--- src/rtl/fir_pkg.sv ---
// Shared types and constants for the FIR coefficient Wishbone loader.
package fir_pkg;

    typedef enum logic [2:0] {
        ST_IDLE,
        ST_FETCH,
        ST_WRITE,
        ST_RD_REQ,
        ST_CHECK,
        ST_FINISH
    } fir_state_e;

    localparam int FIR_NUM_COEF = 33;
    localparam logic [7:0] FIR_TESTVEC_ADR = 8'h1E;

    localparam int FIR_ADR_W = 8;
    localparam int FIR_DAT_W = 16;
    localparam int FIR_CNT_W = 6;
    localparam int FIR_TMO_W = 8;

endpackage

--- src/rtl/fir_wb_rd_timeout.sv ---
// Loadable down-counter bounding how long a Wishbone read strobe waits for an ack.
module fir_wb_rd_timeout
    import fir_pkg::*;
#(
    parameter int ACK_TIMEOUT = 15
) (
    input  logic clk_i,
    input  logic rst_i,
    input  logic load_i,
    input  logic en_i,
    output logic expired_o
);

    // Loading N-1 makes the strobe live for exactly ACK_TIMEOUT cycles.
    localparam logic [FIR_TMO_W-1:0] LOAD_VAL = FIR_TMO_W'(ACK_TIMEOUT - 1);

    logic [FIR_TMO_W-1:0] cnt_q, cnt_d;

    always_comb begin
        cnt_d = cnt_q;
        if (load_i) begin
            cnt_d = LOAD_VAL;
        end else if (en_i && (cnt_q != '0)) begin
            cnt_d = cnt_q - 1'b1;
        end
    end

    always_ff @(posedge clk_i) begin
        if (rst_i) begin
            cnt_q <= '0;
        end else begin
            cnt_q <= cnt_d;
        end
    end

    assign expired_o = (cnt_q == '0);

endmodule

--- src/rtl/fir_coeff_wb_loader.sv ---
// Streams coefficients from a valid/ready input into consecutive Wishbone registers.
// Define FIR_LOADER_VERIFY_EN to build readback verify (RD_REQ/CHECK with ack timeout).
//
// state     | meaning
// ----------+---------------------------------------------------------
// ST_IDLE   | waiting for start; bus idle
// ST_FETCH  | s_coef_ready high, waiting for the next coefficient
// ST_WRITE  | single-cycle posted write of the latched coefficient
// ST_RD_REQ | read strobe to the same address, waiting for ack/err/timeout
// ST_CHECK  | compare readback against the written coefficient
// ST_FINISH | one-cycle done pulse, then back to idle
module fir_coeff_wb_loader
    import fir_pkg::*;
#(
    parameter int ACK_TIMEOUT = 15,
    parameter int MAX_COUNT   = 34
) (
    input  logic                 clk,
    input  logic                 rst,
    input  logic                 start,
    input  logic [FIR_ADR_W-1:0] base_adr,
    input  logic [FIR_CNT_W-1:0] count,
    input  logic [FIR_DAT_W-1:0] s_coef_data,
    input  logic                 s_coef_valid,
    output logic                 s_coef_ready,
    output logic                 busy,
    output logic                 done,
    output logic                 error,
    output logic [FIR_CNT_W-1:0] err_index,
    output logic [FIR_ADR_W-1:0] wb_adr,
    input  logic [FIR_DAT_W-1:0] wb_rd_dat,
    output logic [FIR_DAT_W-1:0] wb_wr_dat,
    output logic                 wb_we,
    output logic [1:0]           wb_sel,
    output logic                 wb_stb,
    input  logic                 wb_ack,
    input  logic                 wb_err,
    output logic                 wb_cyc
);

    fir_state_e state_q, state_d;

    logic [FIR_ADR_W-1:0] base_q, base_d;
    logic [FIR_CNT_W-1:0] count_q, count_d;
    logic [FIR_CNT_W-1:0] idx_q, idx_d;
    logic [FIR_DAT_W-1:0] coef_q, coef_d;
    logic                 error_q, error_d;
    logic [FIR_CNT_W-1:0] err_index_q, err_index_d;
    logic                 last_coef;

    logic                 ready_q, ready_d;
    logic                 busy_q, busy_d;
    logic                 done_q, done_d;
    logic                 cyc_q, cyc_d;
    logic                 stb_q, stb_d;
    logic                 we_q, we_d;
    logic [1:0]           sel_q, sel_d;
    logic [FIR_ADR_W-1:0] adr_q, adr_d;
    logic [FIR_DAT_W-1:0] wr_dat_q, wr_dat_d;

    assign last_coef = (FIR_CNT_W'(idx_q + 1'b1) == count_q);

`ifdef FIR_LOADER_VERIFY_EN
    logic [FIR_DAT_W-1:0] rd_dat_q, rd_dat_d;
    logic                 tmo_load;
    logic                 tmo_expired;

    assign tmo_load = (state_d == ST_RD_REQ) && (state_q != ST_RD_REQ);

    fir_wb_rd_timeout #(
        .ACK_TIMEOUT(ACK_TIMEOUT)
    ) u_rd_timeout (
        .clk_i    (clk),
        .rst_i    (rst),
        .load_i   (tmo_load),
        .en_i     (state_q == ST_RD_REQ),
        .expired_o(tmo_expired)
    );

    always_ff @(posedge clk) begin
        if (rst) begin
            rd_dat_q <= '0;
        end else begin
            rd_dat_q <= rd_dat_d;
        end
    end
`else
    logic unused_verify;
    assign unused_verify = ^{wb_rd_dat, wb_ack, wb_err, 8'(ACK_TIMEOUT)};
`endif

    always_ff @(posedge clk) begin
        if (rst) begin
            state_q     <= ST_IDLE;
            base_q      <= '0;
            count_q     <= '0;
            idx_q       <= '0;
            coef_q      <= '0;
            error_q     <= 1'b0;
            err_index_q <= '0;
            ready_q     <= 1'b0;
            busy_q      <= 1'b0;
            done_q      <= 1'b0;
            cyc_q       <= 1'b0;
            stb_q       <= 1'b0;
            we_q        <= 1'b0;
            sel_q       <= 2'b00;
            adr_q       <= '0;
            wr_dat_q    <= '0;
        end else begin
            state_q     <= state_d;
            base_q      <= base_d;
            count_q     <= count_d;
            idx_q       <= idx_d;
            coef_q      <= coef_d;
            error_q     <= error_d;
            err_index_q <= err_index_d;
            ready_q     <= ready_d;
            busy_q      <= busy_d;
            done_q      <= done_d;
            cyc_q       <= cyc_d;
            stb_q       <= stb_d;
            we_q        <= we_d;
            sel_q       <= sel_d;
            adr_q       <= adr_d;
            wr_dat_q    <= wr_dat_d;
        end
    end

    always_comb begin
        state_d     = state_q;
        base_d      = base_q;
        count_d     = count_q;
        idx_d       = idx_q;
        coef_d      = coef_q;
        error_d     = error_q;
        err_index_d = err_index_q;
`ifdef FIR_LOADER_VERIFY_EN
        rd_dat_d    = rd_dat_q;
`endif
        case (state_q)
            ST_IDLE: begin
                if (start) begin
                    base_d      = base_adr;
                    count_d     = count;
                    idx_d       = '0;
                    error_d     = 1'b0;
                    err_index_d = '0;
                    if (count == '0) begin
                        state_d = ST_FINISH;
                    end else if (int'(count) > MAX_COUNT) begin
                        error_d = 1'b1;
                        state_d = ST_FINISH;
                    end else begin
                        state_d = ST_FETCH;
                    end
                end
            end
            ST_FETCH: begin
                if (s_coef_valid && ready_q) begin
                    coef_d  = s_coef_data;
                    state_d = ST_WRITE;
                end
            end
            ST_WRITE: begin
`ifdef FIR_LOADER_VERIFY_EN
                state_d = ST_RD_REQ;
`else
                if (last_coef) begin
                    state_d = ST_FINISH;
                end else begin
                    idx_d   = FIR_CNT_W'(idx_q + 1'b1);
                    state_d = ST_FETCH;
                end
`endif
            end
`ifdef FIR_LOADER_VERIFY_EN
            ST_RD_REQ: begin
                if (wb_err || (tmo_expired && !wb_ack)) begin
                    error_d     = 1'b1;
                    err_index_d = idx_q;
                    state_d     = ST_FINISH;
                end else if (wb_ack) begin
                    rd_dat_d = wb_rd_dat;
                    state_d  = ST_CHECK;
                end
            end
            ST_CHECK: begin
                if (rd_dat_q != coef_q) begin
                    error_d     = 1'b1;
                    err_index_d = idx_q;
                    state_d     = ST_FINISH;
                end else if (last_coef) begin
                    state_d = ST_FINISH;
                end else begin
                    idx_d   = FIR_CNT_W'(idx_q + 1'b1);
                    state_d = ST_FETCH;
                end
            end
`endif
            ST_FINISH: state_d = ST_IDLE;
            default:   state_d = ST_IDLE;
        endcase
    end

    // Outputs are decoded from the next state so every port comes straight from a flop.
    always_comb begin
        ready_d  = (state_d == ST_FETCH);
        busy_d   = (state_d != ST_IDLE);
        done_d   = (state_d == ST_FINISH);
        cyc_d    = (state_d == ST_WRITE) || (state_d == ST_RD_REQ);
        stb_d    = cyc_d;
        we_d     = (state_d == ST_WRITE);
        sel_d    = cyc_d ? 2'b11 : 2'b00;
        adr_d    = adr_q;
        wr_dat_d = wr_dat_q;
        if (state_d == ST_WRITE) begin
            adr_d    = base_q + FIR_ADR_W'(idx_q);
            wr_dat_d = coef_d;
        end
    end

    assign s_coef_ready = ready_q;
    assign busy         = busy_q;
    assign done         = done_q;
    assign error        = error_q;
    assign err_index    = err_index_q;
    assign wb_adr       = adr_q;
    assign wb_wr_dat    = wr_dat_q;
    assign wb_we        = we_q;
    assign wb_sel       = sel_q;
    assign wb_stb       = stb_q;
    assign wb_cyc       = cyc_q;

endmodule

--- config.mk ---
export PLATFORM = sky130hd
export DESIGN_NAME = fir_coeff_wb_loader
export DESIGN_NICKNAME = d
export VERILOG_FILES = /design/src/rtl/fir_pkg.sv /design/src/rtl/fir_wb_rd_timeout.sv /design/src/rtl/fir_coeff_wb_loader.sv
export SDC_FILE = /design/constraint.sdc
export NUM_CORES = 1
export LEC_CHECK = 0
export CAP_MARGIN = 40
export CORE_ASPECT_RATIO = 0.8
export CORE_MARGIN = 1
export CORE_UTILIZATION = 43
export DETAILED_ROUTE_END_ITERATION = 7
export PLACE_DENSITY = 0.79
export SLEW_MARGIN = 40
export SYNTH_ARGS = -nofsm -noshare
export SYNTH_HDL_FRONTEND = slang
export SYNTH_SLANG_ARGS = --single-unit
export TNS_END_PERCENT = 1
--- constraint.sdc ---
create_clock -name clk -period 2.9 [get_ports clk]
set_clock_uncertainty 0.2 [all_clocks]
set_input_delay 0.29 -clock clk [delete_from_list [all_inputs] [get_ports clk]]
set_output_delay 0.29 -clock clk [all_outputs]
set_load 0.02 [all_outputs]
[Yosys cells after proc, flatten, opt, wreduce, memory -nomap -nowiden]
Index checks and enable logic that the tools add are counted.
Operators by class
  add/subtract/negate cells: 2
  order comparisons: 1
  eq/ne operators: 9
  mux-type cells: 14
  reduce and logical (&&, ||, !) cells: 8
Operators with widths (number)
  two-way mux 16 bit: 2
  two-way mux 3 bit: 5
  two-way mux 6 bit: 2
  one-hot mux 6 bit (2 select lines): 1
  equality test 3 x 2 -> 1 bit, second input constant: 3
  one-hot mux 3 bit (3 select lines): 1
  adder 8 x 6 -> 8 bit: 1
  adder 6 x 1 -> 6 bit, second input constant: 1
  equality test 3 x 1 -> 1 bit, second input constant: 2
  equality test 6 bit: 1
  > comparator 6 bit, second input constant: 1
  logical NOT 6 bit: 1
  != test 2 bit, second input constant: 2
  equality test 3 bit, second input constant: 1
  logical NOT 3 bit: 1
  AND reduction 3 bit: 1
  nonzero test 3 bit: 1
  two-way mux 1 bit: 2
  two-way mux 2 bit: 1
  AND reduction 2 bit: 1
  nonzero test 2 bit: 1
  logical AND 1 bit: 1
  logical OR 1 bit: 1
Word-level totals
  flip-flop bits (word level): 71
  input port bits: 52
  output and inout bits: 39
  logic and storage cells: 48

[Longest topological paths before layout]
Gate-level depths: netlist of the first run.
  depth in word-level cells: 8
  depth in mapped cells: 9
  mapped depth without buffers: 9

[Worst setup path after synthesis of the first run]
OpenSTA, ideal clock, no wires.
  path kind: reg-to-reg
  start: register idx_q[0]
  end: register idx_q[2]
  setup time: 0.122 ns
  arrival time: 1.844 ns
  required time: 2.578 ns
  path slack: 0.734 ns
  stages on the path, launching flop included: 8
  path buffers: 0
  clock period less this slack: 2.166 ns
  cells stage by stage: dfxtp_1 > ha_1 > xor2_1 > xnor2_1 > nand4_1 > o31a_1 > and3b_1 > a221o_1
Between the ends
  cells in the longest elaborated chain, start to end: 4
  elaborated cells between the ends (all ways): 6
  classes of those cells: add/sub: 1; eq/ne: 2; mux: 2; reduce/logical: 1
Ends and longest elaborated chain
  start: declaration: line fir_coeff_wb_loader.sv:45  | logic [FIR_CNT_W-1:0] idx_q, idx_d;
  start signal: assignment: line fir_coeff_wb_loader.sv:114  | idx_q <= idx_d;
  adder 6 x 1 -> 6 bit *: line fir_coeff_wb_loader.sv:61, fir_coeff_wb_loader.sv:172
  equality test 6 bit: line fir_coeff_wb_loader.sv:61  | assign last_coef = (FIR_CNT_W'(idx_q + 1'b1) == count_q);
  != test 2 bit (no source line)
  AND reduction 3 bit (no source line)
Every way passes the cells marked *; elsewhere a longest branch is shown, timed or not. The select of a mux whose other input is x is not followed.
A chain may end at the register's enable or synchronous reset.

[Final worst setup path of the first run]
Same ends and word-level chain as after synthesis.

==> impl_metrics.tcl, run 1 <==
set metrics [dict create \
    status "complete, but fails checks" \
    violations "DRC" \
    root_buffer "clkbuf_8" \
    finalMaxSlewViolations 0 \
    drt-initial-drc-count 87 \
    ff2ff_path_depth 7 \
    grt_max_degree 26 \
    cts_buffers 5 \
    clockPowerShare 0.349 \
    crit_fanout 7 \
    swShare 0.2367 \
    cts_resized 0 \
    die_x_um 84.58 \
    synth_compound_area_frac 0.1605 \
    synth_area_leaders "dfxtp_1, nand2_1, a21oi_1, ha_1, xnor2_1" \
    grtUsageTotal 0.1936 \
    drv_cap 0 \
    setup_ws_ps 399.2 \
    p_per_area_mw_per_mm2 470.0 \
    slowest_delay_ps 510 \
    synth_top_family_by_area "simple AND/OR/NAND/NOR gates" \
    clk_latency_ps 310 \
    synth_adder_area_share 0.04587 \
    synth_cell_types 44 \
    r2r_end "idx_q[2]" \
    worstHoldEndpoint "wb_wr_dat[10]" \
    grt_overflow 0 \
    final_layout_size_suffix_gt1_frac 0.05507 \
    drt_wl_total_um 5308 \
    antenna_found_initial 0 \
    area_growth_pct 34.19 \
    io_buffers 66 \
    drtAntennaViolNets 0 \
    crit_arrival_ps 2500 \
    ir_worst_vdd_mv 0.2782 \
    yosys.area_share.simple 0.2213 \
    holdPathStages 2 \
    cp_data_required_time_ps 2900 \
    wire_per_inst_um 13.04 \
    intPower_mw 1.129 \
    rsz0062_at_grt "no" \
    seqPwrFrac 0.520 \
    path_class "register to register" \
    max-clock-path-buffers 2 \
    gp_congestion 0.7958 \
    drc_errors 3 \
    via_per_inst 5.098 \
    fin_crit_ps 2501 \
    critPathLaunchType "register" \
    r2r_slack_ps 400 \
    syn_area_per_cell_um2 8.261 \
    synth_commonest_cells "nand2_1, dfxtp_1, a21oi_1" \
    rows 23 \
    via_count 2075 \
    syn_area_mm2 0.002346 \
    p_leak_nw 1.182 \
    power_frac_comb 0.131 \
    cts.sink_count 53 \
    hp-start "wb_wr_dat[10]" \
    max_slew_margin 0.6290 \
    pre_cts_ws_ps 444.3 \
    synth_top_area_cell "dfxtp_1" \
    core_area_mm2 0.005122 \
    ys_dominant_reg_cell "dfxtp_1" \
    finalSetupViolCount 0 \
    diodes 0 \
    p_switching_mw 0.3502 \
    htree_levels 2 \
    fin_crit_sh 0.8624 \
    finalHoldViolations 0 \
    fmax_ghz 0.3999 \
    ys_seq_area_frac 0.4523 \
    postCtsHoldBufs 0 \
    dp_hpwl_um 3941 \
    ioPinCount 91 \
    path_cells "ha_1, xor2_1, xnor2_1, nand4_1, o31a_1, and3b_1, a221o_1" \
    synth-edff-count 0 \
    synth_seq_cells 53 \
    cts_tree "yes" \
    synth_top_area_frac 0.4523 \
    fin_nets 404 \
    fillers 453 \
    dieArea_mm2 0.005757 \
    finish.instance_area_mm2 0.003148 \
    worst_pin_slew_ps 542.5 \
    dpl-instance-area_mm2 0.003032 \
    cp-end-kind "register" \
    worstHoldPathType "register to register" \
    finalPower_mw 1.480 \
    dpl.cell_count 399 \
    dieHeight_um 68.07 \
    finalSetupTns_ps 0 \
    first_pass_iters 8 \
    reg2reg_from "idx_q[0]" \
    synthXorXnorAreaFrac 0.04480 \
    clk_pin_slew_ps 90 \
    cts_setup_buffers 0 \
    synth-async-reset-ratio 0 \
    synthMuxAreaShare 0.004267 \
    initial_core_util 0.4580 \
    grt_pass1_vias 1882 \
    yosysMostFrequentCell "nand2_1" \
    synth_cells 284 \
    hold_ws_ps 256.3 \
    ys_warn_count 0 \
    finalNonFillerCells 407 \
    grt_pass1_wl_um 8742 \
    slowest_stage "dfxtp_1" \
    finalCoreUtilization 0.6146 \
]
-- layer usage --
layer,global-route usage,wire [µm]
met4,0.06992,92
met1,0.2529,2530
met5,0,0
met3,0.03981,251
met2,0.3222,2433
-- layout make-up --
class	count	area [µm²]	share of cell area
repair buffers	72	705.7	0.2242
multi-input cells	203	1154	0.3665
clock inverters	1	30.03	0.009539
well taps	62	77.57	0.02464
clock buffers	7	86.33	0.02742
inverters	9	33.78	0.01073
flip-flops and latches	53	1061	0.3370
-- worst max-delay path by stage --
| stage | start | end | slack [ps] | cells after the start |
|---|---|---|---|---|
| 2_1_floorplan | idx_q[0] | idx_q[2] | 730 | 7 |
| 3_3_place_gp | s_coef_valid | wb_adr[6] | 490 | 5 |
| 3_5_place_dp | idx_q[0] | idx_q[2] | 440 | 7 |
| 4_1_cts | idx_q[0] | idx_q[2] | 400 | 7 |
| 5_1_grt | idx_q[0] | wb_adr[6] | 210 | 9 |
| 6_report | idx_q[0] | idx_q[2] | 400 | 7 |
-- registers in the layout, indices dropped and copies added (netlist names) --
register	flops
error	1
wb_wr_dat	16
busy	1
wb_we	1
done	1
wb_adr	8
s_coef_ready	1
wb_sel	1
count_q	6
base_q	8
idx_q	6
state_q	3
-- cells by family after synthesis --
group                    after synthesis
adder cells (fa/ha/maj)                8
AND/OR/NAND/NOR                      114
other                                  1
XOR/XNOR                              12
AO/OA/AOI/OAI                         62
flip-flops                            53
buffers and inverters                 33
multiplexers                           1
-- placed cells by master (no fill, tap or decap), types with 3 or more instances in the layout --
cell type        Yosys  layout
a21oi_1             38      38
a22o_2               3       3
buf_4                9       6
clkbuf_8             0       6
clkdlybuf4s50_1      0      66
conb_1               1       6
dfxtp_1             53      53
ha_1                 7       7
inv_1                9       9
nand2_1             68      68
nand3_1              6       6
nor2_1              12      12
nor2b_1              3       3
nor3_1               5       5
o21a_1               3       3
o21ai_0              4       4
or4_1                4       4
xnor2_1              8       8
xor2_1               4       4
-- critical path: cells and delay by family, from the launching register on --
| family | cells | cell delay, ps |
|---|---|---|
| AOI/OAI and AO/OA | 2 | 670 |
| adders and majority gates | 1 | 300 |
| DFF | 1 | 510 |
| and+or+nand+nor | 2 | 370 |
| xor gates and xnor gates | 2 | 330 |
-- power by group through the flow --
stage               Sequential (mW)  Clock (mW)  Combinational, mW
floorplan                     0.795           0             0.0975
global placement              0.786           0              0.190
detailed placement            0.787           0              0.193
CTS                           0.770       0.532              0.194
global route                  0.774       0.560              0.212
finish                        0.770       0.516              0.193
Note: power is estimated with default switching activity, not from simulation.
==> run 2: changes to the inputs <==
CORE_UTILIZATION = 45   (was 43)
CTS_BUF_LIST = sky130_fd_sc_hd__clkbuf_2 sky130_fd_sc_hd__clkbuf_4 sky130_fd_sc_hd__clkbuf_8   (was default)
PLACE_DENSITY = 0.82   (was 0.79)
==> run 2 against run 1 <==
The flow now finishes without violations. Sequential power about the same. Fmax grew 0.59%. Via count is essentially flat. Critical path depth increased by 2.
==> impl_metrics.tcl, run 2 (synthesized netlist as in run 1, its figures left out) <==
set metrics [dict create \
    wire_per_inst_um 12.99 \
    fin_crit_sh 0.8573 \
    postCtsHoldBufs 0 \
    cts_buffers 5 \
    io_buffers 66 \
    first_pass_iters 4 \
    ir_worst_vdd_mv 0.2809 \
    initial_core_util 0.4685 \
    power_frac_comb 0.140 \
    cp_data_required_time_ps 2890 \
    drt_wl_total_um 5275 \
    finalSetupViolCount 0 \
    die_x_um 82.73 \
    htree_levels 2 \
    grt_overflow 0 \
    rows 23 \
    antenna_found_initial 0 \
    layout_common_cells "nand2_1, clkdlybuf4s50_1, dfxtp_1, a21oi_1, nor2_1" \
    p_per_area_mw_per_mm2 445.2 \
    cp-end-kind "register" \
    dieArea_mm2 0.005508 \
    cts_tree "yes" \
    finalNonFillerCells 406 \
    final_layout_size_suffix_gt1_frac 0.05523 \
    worst-path-buf-inv 1 \
    rsz0062_at_grt "no" \
    intPower_mw 1.037 \
    finish.instance_area_mm2 0.003122 \
    hold_ws_ps 259.5 \
    worstHoldPathType "register to register" \
    finalSetupTns_ps 0 \
    final_common_cell "nand2_1" \
    path_class "register to register" \
    dieHeight_um 66.58 \
    drv_cap 0 \
    status "complete, no violations" \
    dpl-instance-area_mm2 0.003032 \
    root_buffer "clkbuf_8" \
    grt_max_degree 26 \
    clockPowerShare 0.306 \
    grt-busiest-layer "met2" \
    worst_pin_slew_ps 539.1 \
    finalPower_mw 1.390 \
    p_leak_nw 1.167 \
    cts_resized 0 \
    fmax_ghz 0.4022 \
    grt_pass1_vias 1779 \
    slowest_delay_ps 500 \
    max_slew_margin 0.6313 \
    gp_congestion 0.7965 \
    dpl.cell_count 399 \
    via_count 2073 \
    grt_pass1_wl_um 8280 \
    cp_top_family "compound AO/OA/AOI/OAI gates" \
    slowest_stage "dfxtp_1" \
    critPathLaunchType "register" \
    ioPinCount 91 \
    diodes 0 \
    crit_fanout 7 \
    grt.met1_usage 0.2812 \
    cts.sink_count 53 \
    drtAntennaViolNets 0 \
    drc_errors 0 \
    p_switching_mw 0.3530 \
    core_area_mm2 0.005007 \
    met2_usage 0.2910 \
    swShare 0.2540 \
    grtUsageTotal 0.1999 \
    seqPwrFrac 0.554 \
    max-clock-path-buffers 2 \
    finalMaxSlewViolations 0 \
    grtUsageMet3 0.03699 \
    via_per_inst 5.106 \
    fin_nets 404 \
    path_cells "ha_1, inv_1, fa_1, nor2b_1, o21ai_0, a21boi_0, o21a_1, or4_1, nand3_1" \
    area_growth_pct 33.07 \
    finalHoldViolations 0 \
    dp_hpwl_um 3811 \
    clk_pin_slew_ps 100 \
    crit_arrival_ps 2480 \
    clk_latency_ps 310 \
    fin_crit_ps 2486 \
    cts_setup_buffers 0 \
    largest_reg_flops 16 \
    drt-initial-drc-count 111 \
]
run 2: worst register-to-register path: stages (launching register included):
cell,delay (ps)
dfxtp_1,500
ha_1,230
inv_1,50
fa_1,380
nor2b_1,180
o21ai_0,150
a21boi_0,310
o21a_1,190
or4_1,110
nand3_1,60
run 2: per-stage QoR:
| step | util | setup WS [ps] |
|---|---|---|
| 6_report | 0.6234 | 413.9 |
| 5_1_grt | 0.6234 | 262.3 |
| 4_1_cts | 0.6234 | 440.9 |
| 3_5_place_dp | 0.6054 | 462.1 |
| 3_3_place_gp | 0.6054 | 466.6 |
| 2_1_floorplan | - | 733.9 |
run 2: area by class of cell:
cell class / count / area, µm²
Clock inverter: 1 / 7.507
Inverter: 9 / 33.78
Timing Repair Buffer: 72 / 705.7
Clock buffer: 6 / 82.58
Fill cell: 443 / 1886
Tap cell: 62 / 77.57
Sequential cell: 53 / 1061
Multi-Input combinational cell: 203 / 1154
run 2: worst paths after layout:
| check | from | slack [ps] | cells after the start | endpoint |
|---|---|---|---|---|
| hold / removal | wb_wr_dat[10] | 260 | 2 | wb_wr_dat[10] |
| setup / recovery | idx_q[0] | 410 | 9 | wb_adr[6] |
| setup reg to reg | idx_q[0] | 410 | 9 | wb_adr[6] |
| hold reg to reg | wb_wr_dat[10] | 260 | 2 | wb_wr_dat[10] |
run 2: metal layers:
layer / vias up / part of all wire
li1: 1059 / -
met1: 939 / 0.48
met2: 67 / 0.45
met3: 8 / 0.059
met4: 0 / 0.019
met5: - / 0
run 2: power groups by stage:
| stage | Combinational (mW) | Clock [mW] | Sequential, mW |
|---|---|---|---|
| after global placement | 0.190 | 0 | 0.786 |
| after floorplan | 0.0975 | 0 | 0.795 |
| after global routing | 0.213 | 0.469 | 0.773 |
| final | 0.194 | 0.426 | 0.770 |
| after CTS | 0.194 | 0.440 | 0.770 |
| after detailed placement | 0.193 | 0 | 0.787 |
